==> config.mk <==
export PLATFORM = sky130hd
export DESIGN_NAME = lfsr_prng_stream
export DESIGN_NICKNAME = d
export VERILOG_FILES = /design/src/rtl/lfsr_pkg.sv /design/src/rtl/lfsr_core.sv /design/src/rtl/lfsr_prng_stream.sv
export SDC_FILE = /design/constraint.sdc
export NUM_CORES = 1
export LEC_CHECK = 0
export CAP_MARGIN = 40
export CORE_ASPECT_RATIO = 0.7
export CORE_MARGIN = 3
export CORE_UTILIZATION = 52
export DETAILED_ROUTE_END_ITERATION = 16
export GPL_TIMING_DRIVEN = 1
export PLACE_DENSITY = 0.81
export SYNTH_ARGS = -nofsm -noshare
export SYNTH_HDL_FRONTEND = slang
export SYNTH_SLANG_ARGS = --single-unit
==> constraint.sdc <==
create_clock -name clk -period 2.51 [get_ports clk]
set_clock_uncertainty 0.05 [all_clocks]
set_input_delay 0.753 -clock clk [delete_from_list [all_inputs] [get_ports clk]]
set_output_delay 0.753 -clock clk [all_outputs]
set_load 0.02 [all_outputs]
==> src/rtl/lfsr_pkg.sv <==
// Shared types and helpers for the LFSR pseudo-random stream generator.
package lfsr_pkg;

  localparam int unsigned STEP_BITS = 64;
  localparam int unsigned CNT_BITS  = 8;
  localparam int unsigned COUNT_BITS = 32;

  localparam logic [7:0]  TAPS8  = 8'hB8;
  localparam logic [15:0] TAPS16 = 16'hB400;
  localparam logic [31:0] TAPS32 = 32'h80200003;

  typedef enum logic {
    WARM = 1'b0,
    RUN  = 1'b1
  } state_t;

  // Fibonacci step on a zero-extended register; callers truncate to their width.
  function automatic logic [STEP_BITS-1:0] lfsr_step(input logic [STEP_BITS-1:0] r,
                                                     input logic [STEP_BITS-1:0] taps);
    return {r[STEP_BITS-2:0], ^(r & taps)};
  endfunction

endpackage

==> src/rtl/lfsr_core.sv <==
// One parametrised Fibonacci LFSR register with step, seed load and zero-seed fallback.
module lfsr_core
  import lfsr_pkg::*;
#(
  parameter int unsigned        WIDTH    = 8,
  parameter int unsigned        OUT_BITS = 8,
  parameter logic [WIDTH-1:0]   TAPS     = WIDTH'(TAPS8),
  parameter logic [WIDTH-1:0]   INIT     = WIDTH'(1)
) (
  input  logic                clk,
  input  logic                rst_n,
  input  logic                step,
  input  logic                load,
  input  logic [WIDTH-1:0]    load_value,
  output logic [OUT_BITS-1:0] low_bits,
  output logic                zero_load_c
);

  logic [WIDTH-1:0] value;
  logic [WIDTH-1:0] next_value_c;
  logic             seed_zero_c;

  always_comb begin
    seed_zero_c  = (load_value == '0);
    zero_load_c  = load && seed_zero_c;
    next_value_c = WIDTH'(lfsr_step(STEP_BITS'(value), STEP_BITS'(TAPS)));
  end

  // A zero seed would freeze the register, so it is replaced by INIT.
  always_ff @(posedge clk or negedge rst_n) begin
    if (!rst_n) begin
      value <= INIT;
    end else if (load) begin
      value <= seed_zero_c ? INIT : load_value;
    end else if (step) begin
      value <= next_value_c;
    end
  end

  assign low_bits = value[OUT_BITS-1:0];

endmodule

==> src/rtl/lfsr_prng_stream.sv <==
// Dual LFSR word stream with seed handshake, warm-up discard and valid/ready output.
module lfsr_prng_stream
  import lfsr_pkg::*;
#(
  parameter int unsigned            UP_BITS   = 16,
  parameter int unsigned            DOWN_BITS = 8,
  parameter int unsigned            OUT_BITS  = 8,
  parameter logic [UP_BITS-1:0]     UP_TAPS   = UP_BITS'(TAPS16),
  parameter logic [DOWN_BITS-1:0]   DOWN_TAPS = DOWN_BITS'(TAPS8),
  parameter logic [UP_BITS-1:0]     UP_INIT   = UP_BITS'(16'h00FF),
  parameter logic [DOWN_BITS-1:0]   DOWN_INIT = DOWN_BITS'(8'h0F),
  parameter int unsigned            WARMUP    = 4
) (
  input  logic                  clk,
  input  logic                  rst_n,
  input  logic                  seed_valid,
  output logic                  seed_ready,
  input  logic [UP_BITS-1:0]    seed_up,
  input  logic [DOWN_BITS-1:0]  seed_down,
  output logic                  out_valid,
  input  logic                  out_ready,
  output logic [OUT_BITS-1:0]   out_data,
  output logic                  lockup,
  output logic [COUNT_BITS-1:0] out_count
);

  localparam logic [CNT_BITS-1:0] WARM_INIT = CNT_BITS'(WARMUP);
  localparam logic [CNT_BITS-1:0] CNT_ONE   = CNT_BITS'(1);

  state_t                state;
  logic [CNT_BITS-1:0]   warm_cnt;
  logic                  accept_c;
  logic                  xfer_c;
  logic                  step_c;
  logic                  up_zero_c;
  logic                  down_zero_c;
  logic [OUT_BITS-1:0]   up_low;
  logic [OUT_BITS-1:0]   down_low;

  // Seed load wins over a simultaneous output step.
  always_comb begin
    accept_c = (state == RUN) && seed_valid;
    xfer_c   = (state == RUN) && out_ready;
    step_c   = ((state == WARM) && (warm_cnt != '0)) || (xfer_c && !accept_c);
  end

  lfsr_core #(
    .WIDTH    (UP_BITS),
    .OUT_BITS (OUT_BITS),
    .TAPS     (UP_TAPS),
    .INIT     (UP_INIT)
  ) u_up (
    .clk         (clk),
    .rst_n       (rst_n),
    .step        (step_c),
    .load        (accept_c),
    .load_value  (seed_up),
    .low_bits    (up_low),
    .zero_load_c (up_zero_c)
  );

  lfsr_core #(
    .WIDTH    (DOWN_BITS),
    .OUT_BITS (OUT_BITS),
    .TAPS     (DOWN_TAPS),
    .INIT     (DOWN_INIT)
  ) u_down (
    .clk         (clk),
    .rst_n       (rst_n),
    .step        (step_c),
    .load        (accept_c),
    .load_value  (seed_down),
    .low_bits    (down_low),
    .zero_load_c (down_zero_c)
  );

  // WARM/RUN control with registered handshake flags and delivery counter.
  always_ff @(posedge clk or negedge rst_n) begin
    if (!rst_n) begin
      state      <= WARM;
      warm_cnt   <= WARM_INIT;
      out_valid  <= 1'b0;
      seed_ready <= 1'b0;
      lockup     <= 1'b0;
      out_count  <= '0;
    end else begin
      lockup <= up_zero_c || down_zero_c;
      unique case (state)
        WARM: begin
          if (warm_cnt != '0) begin
            warm_cnt <= warm_cnt - CNT_ONE;
          end
          // A zero count means WARMUP=0: spend a single idle cycle here.
          if (warm_cnt <= CNT_ONE) begin
            state      <= RUN;
            out_valid  <= 1'b1;
            seed_ready <= 1'b1;
          end
        end
        RUN: begin
          if (accept_c) begin
            state      <= WARM;
            warm_cnt   <= WARM_INIT;
            out_valid  <= 1'b0;
            seed_ready <= 1'b0;
            out_count  <= '0;
          end else if (xfer_c) begin
            out_count <= out_count + COUNT_BITS'(1);
          end
        end
        default: begin
          state      <= WARM;
          warm_cnt   <= WARM_INIT;
          out_valid  <= 1'b0;
          seed_ready <= 1'b0;
        end
      endcase
    end
  end

  assign out_data = up_low ^ down_low;

endmodule

### After elaboration in Yosys (flattened, before gate mapping)

Index checks and enable logic that the tools add are counted.

| word-level totals | value |
|---|---|
| output and inout bits | 43 |
| bits in latches | 0 |
| logic and storage cells | 51 |
| memories kept | 0 |
| flip-flop bits (word level) | 67 |
| input port bits | 28 |
| memory bits (writable) | 0 |
| ROM bits | 0 |

| operators by class | value |
|---|---|
| bitwise logic cells | 2 |
| muxes and demuxes | 17 |
| shift-type cells | 0 |
| div/mod/pow operators | 0 |
| magnitude comparators | 1 |
| eq/ne operators | 3 |
| multipliers | 0 |
| add/subtract/negate cells | 2 |
| reductions and logical operators | 19 |

Operators with widths:

| operator | count |
|---|---|
| $reduce_xor 64->1 | 2 |
| $mux 32 | 2 |
| $mux 16 | 3 |
| $mux 8 | 5 |
| $add 32x1->32 const B | 1 |
| $logic_not 16->1 | 1 |
| $pmux 8 s2 | 1 |
| $le 8x1->1 const B | 1 |
| $logic_not 8->1 | 1 |
| $reduce_bool 8->1 | 1 |
| $sub 8x1->8 const B | 1 |
| $xor 8x8->8 | 1 |
| $logic_and 1x1->1 | 6 |
| $ne 2x1->1 const B | 3 |
| $reduce_and 2->1 | 3 |
| $mux 1 | 4 |
| $pmux 1 s2 | 2 |
| $reduce_bool 2->1 | 2 |
| $logic_or 1x1->1 | 2 |
| $logic_not 1->1 | 1 |
| $not 1->1 | 1 |

### Logic depth before layout (Yosys ltp)

| logic depth | value |
|---|---|
| depth after elaboration | 6 |
| depth in mapped cells | 8 |

### By module

Synthesis repeated with hierarchy kept, for this count alone.

| unflattened totals | value |
|---|---|
| cell total of the unflattened synthesis | 377 |
| area, all modules | 3729.8 um^2 |

Modules (own cells, without submodules):

| module | instances | cells an instance | area an instance (um^2) |
|---|---|---|---|
| lfsr_prng_stream | 1 | 247 | 2376.0 |
| lfsr_core at u_up | 1 | 85 | 907.1 |
| lfsr_core at u_down | 1 | 45 | 446.7 |

### Least setup slack after synthesis

Ideal clock, no wire load.

| timing | value |
|---|---|
| kind | input-to-reg |
| start | input seed_valid |
| end | register out_count[22] |
| slack | 29 ps |
| stages on the path | 7 |
| data required time | 2382 ps |
| data arrival time | 2353 ps |
| path buffers | 3 |
| path through | buf_4 -> o2111ai_2 -> buf_6 -> or4_1 -> buf_2 -> or4_1 -> a21oi_1 |

| between the ends | value |
|---|---|
| cells in the longest elaborated chain, start to end | 3 |

RTL lines:

| element | RTL line | text |
|---|---|---|
| from (decl) | lfsr_prng_stream.sv:16 | `input logic seed_valid,` |
| $logic_and 1x1->1 (*) | lfsr_prng_stream.sv:42 | `accept_c = (state == RUN) && seed_valid;` |
| $reduce_bool 2->1 (no line) | -- |  |
| $reduce_and 2->1 (no line) | -- |  |
| to (signal assigned) | lfsr_prng_stream.sv:108 | `out_count <= out_count + COUNT_BITS'(1);` |
| to (decl) | lfsr_prng_stream.sv:24 | `output logic [COUNT_BITS-1:0] out_count` |

Mark *: on every way between the ends. The rest lies on a longest branch, timed or not.
A chain may end at the register's enable or synchronous reset.

### Worst setup path after layout

Same ends and word-level chain as after synthesis.

==> results.py <==
metrics = {
    "synthesis": {
        "synthTopCellsByArea": "dfrtp_1 38%, dfstp_2 9.6%, nand2_1 4.7%",
        "synthSimpleGateAreaFrac": 0.219,
        "synth_common_cells": "54 x dfrtp_1, 44 x nand2_1, 34 x nor2_1",
        "synth_mux_area_frac": 0.0201,
        "synthDistinctLibCells": 47,
        "synth.most_common_cell": "dfrtp_1",
        "async_reset_ff_frac": 1.00,
        "synth_compound_area_frac": 0.170,
        "synthAdderAreaFrac": 0.0141,
        "synth_top_family_by_area": "simple AND/OR/NAND/NOR gates",
        "ys_warn_count": 0,
        "synth_top_area_frac": 0.381,
        "yosys.area.top_type": "dfrtp_1",
        "syn_avg_cell_area_um2": 9.29,
        "syn_inst": 382,
        "synth_seq_cells": 67,
        "synth_edf_count": 0,
        "synth_nets": 414,
        "synth-xor-area-share": 0.0593,
        "ys.flop_type": "dfrtp_1",
        "ys_seq_area_frac": 0.477,
        "netlist_area_um2": 3550,
    },
    "clock_network": {
        "clkTransAtPathRegs_ps": 70,
        "insertion_delay_ps": 340,
        "postCtsSetupBuffers": 0,
        "clk_root_buffer_cell": "clkbuf_8",
        "cts_tree": "yes",
        "h-tree-depth": 3,
        "cts_buffers": 9,
        "cts_buffer_depth": 2,
        "cts_hold_buf": 0,
        "cts.sinks": 67,
    },
    "grt": {
        "track_usage": 0.249,
        "grt_pass1_wl_um": 15600,
        "overflow": 0,
        "grt_max_degree": 68,
        "grt_pass1_vias": 3220,
        "antenna_found_initial": 0,
    },
    "drt": {
        "routed_wl_um": 9250,
        "drt_iter0_drc": 225,
        "vias_per_cell": 5.91,
        "drc_errors": 0,
        "dr_total_vias": 3324,
        "first_pass_iters": 5,
        "antenna_left": 0,
        "wire_per_inst_um": 16.5,
    },
    "place": {
        "place_area_um2": 4460,
        "routabilityCongestion": 0.868,
        "dp_hpwl_um": 6640,
        "place_inst": 546,
        "portBuffers": 70,
    },
    "power_and_ir_drop": {
        "power_frac_comb": 0.047,
        "power.share.clock": 0.404,
        "total_leakage_power_nw": 2.09,
        "p_int_w": 0.00154,
        "switching_share": 0.219,
        "vdd_drop_max_mv": 0.319,
        "seq_power_share": 0.549,
        "power_density_nw_per_um2": 422,
        "power.switching_w": 0.000430,
    },
    "hold_path": {
        "hold_path.class": "input pin to async pin",
    },
    "run": {
        "cap_violations": 0,
    },
    "floorplanning": {
        "row_count": 24,
        "die_y_um": 75.1,
        "io_pins": 71,
        "start_util": 0.552,
        "die_area_um2": 7860,
        "coreArea_um2": 6430,
        "die_w_um": 105,
    },
    "sta": {
        "slew_headroom": 0.477,
        "fmax_mhz": 412,
        "tns_ps": 0,
        "setup_viol": 0,
        "final_max_slew_viol_count": 0,
        "hold_ws_ps": 364,
        "worstMarginPinSlew_ps": 777,
        "fin_crit_ps": 2430,
        "rsz0062_at_grt": "no",
        "hold_viol": 0,
        "min_period_over_period": 0.966,
    },
    "cells_and_area": {
        "finalInstanceArea_um2": 4660,
        "areaGrowthSynthToFinish_pct": 31.4,
        "nets": 498,
        "layout-drive-gt1-share": 0.123,
        "instances_no_fill": 562,
        "diodes": 0,
    },
    "setup_path": {
        "required_ps": 2720,
        "critPathArrivalTime_ps": 2640,
        "critPathTopFamily": "simple AND/OR/NAND/NOR gates",
        "cpPeakStageDelay_ps": 580,
        "worstPathCellList": "clkdlybuf4s50_1 -> o2111ai_4 -> or4_4 -> or4_1 -> a21oi_1",
        "cp-start-kind": "input pin",
        "critPathSlowestCell": "or4_4",
        "regToRegSetupSlack_ps": 260,
        "crit_buf_inv": 1,
        "worstSetupPathType": "input pin to flop",
        "critPathCaptureType": "flop",
        "crit_fanout": 8,
    },
    "run_status": {
        "outcome": "complete, no violations",
    },
}
==> flip-flops by register name (all words and copies together), names as in the netlist <==
name / count
u_up.value: 16
out_valid: 1
state: 1
u_down.low_bits: 8
out_count: 32
lockup: 1
warm_cnt: 8
==> cells in the final DEF, fill, tap and decap left out, types with 13 or more instances in the layout <==
| cell type | instances |
|---|---|
| o22ai_1 | 15 |
| nand2_1 | 44 |
| buf_4 | 22 |
| dfrtp_1 | 54 |
| o21ai_0 | 23 |
| nand4_1 | 14 |
| dfstp_2 | 13 |
| clkdlybuf4s50_1 | 61 |
| nand3_1 | 14 |
| xor2_1 | 15 |
| a21oi_1 | 18 |
| nor2_1 | 34 |
==> worst reg2reg max path: stages (launching register included) <==
cell,delay [ps]
dfrtp_1,490
ha_1,280
nand3_1,170
or4_4,620
or4_1,420
a21oi_1,150
==> logic make-up (layout without fill, tap and decap cells) <==
logic type                 after synthesis  in the layout
AOI/OAI and AO/OA                       94             94
xor gates and xnor gates                24             24
adders and majority gates                4              4
buffers and inverters                   31            120
DFF                                     67             67
muxes                                    7              7
and+or+nand+nor                        155            155
==> power by group through the flow <==
stage / logic, W / registers [W] / clock network [W]
floorplan: 0.0000128 / 0.00110 / 0
global placement: 0.0000910 / 0.00110 / 0
detailed placement: 0.0000922 / 0.00110 / 0
CTS: 0.0000926 / 0.00108 / 0.000812
global route: 0.000101 / 0.00108 / 0.000856
finish: 0.0000917 / 0.00108 / 0.000795
==> what timing repair did <==
| item | 4_1_cts | 5_1_grt |
|---|---|---|
| setup endpoints to repair | 5 | 15 |
| resized for setup | 5 | 7 |
| pin swaps | 0 | 1 |
==> metrics by stage <==
stage | setup slack (ps) | total power, W | util
floorplan | 29.2 | 0.00111 | -
global placement | -342 | 0.00119 | 0.694
detailed placement | -386 | 0.00119 | 0.694
CTS | 5.87 | 0.00199 | 0.720
global route | 18.9 | 0.00204 | 0.725
finish | 84.5 | 0.00197 | 0.725
==> final cells by class <==
type                    count  area (µm²)
flip-flops and latches     67        1690
inverters                  10        37.5
repair buffers             94         906
multi-input cells         284        1740
clock buffers              13         159
clock inverters             3        15.0
well taps                  91         114
fillers                   501        1770
==> path summary, 6_finish.rpt <==
kind	start	endpoint	cells past startpoint
worst max-delay path	seed_valid	out_count[22]	5
worst min-delay path	rst_n	out_count[3]	2
worst max register to register	out_count[0]	out_count[22]	5
worst min register to register	warm_cnt[7]	warm_cnt[7]	1
max in group asynchronous	rst_n	u_down.low_bits[1]	2
min in group clk	warm_cnt[7]	warm_cnt[7]	1
==> per-layer routing <==
layer | GRT usage | wire length (µm)
met5 | 0 | 0
met4 | 0.0684 | 88
met3 | 0.0531 | 618
met2 | 0.393 | 4110
met1 | 0.356 | 4440
(Power assumes the default switching activity.)
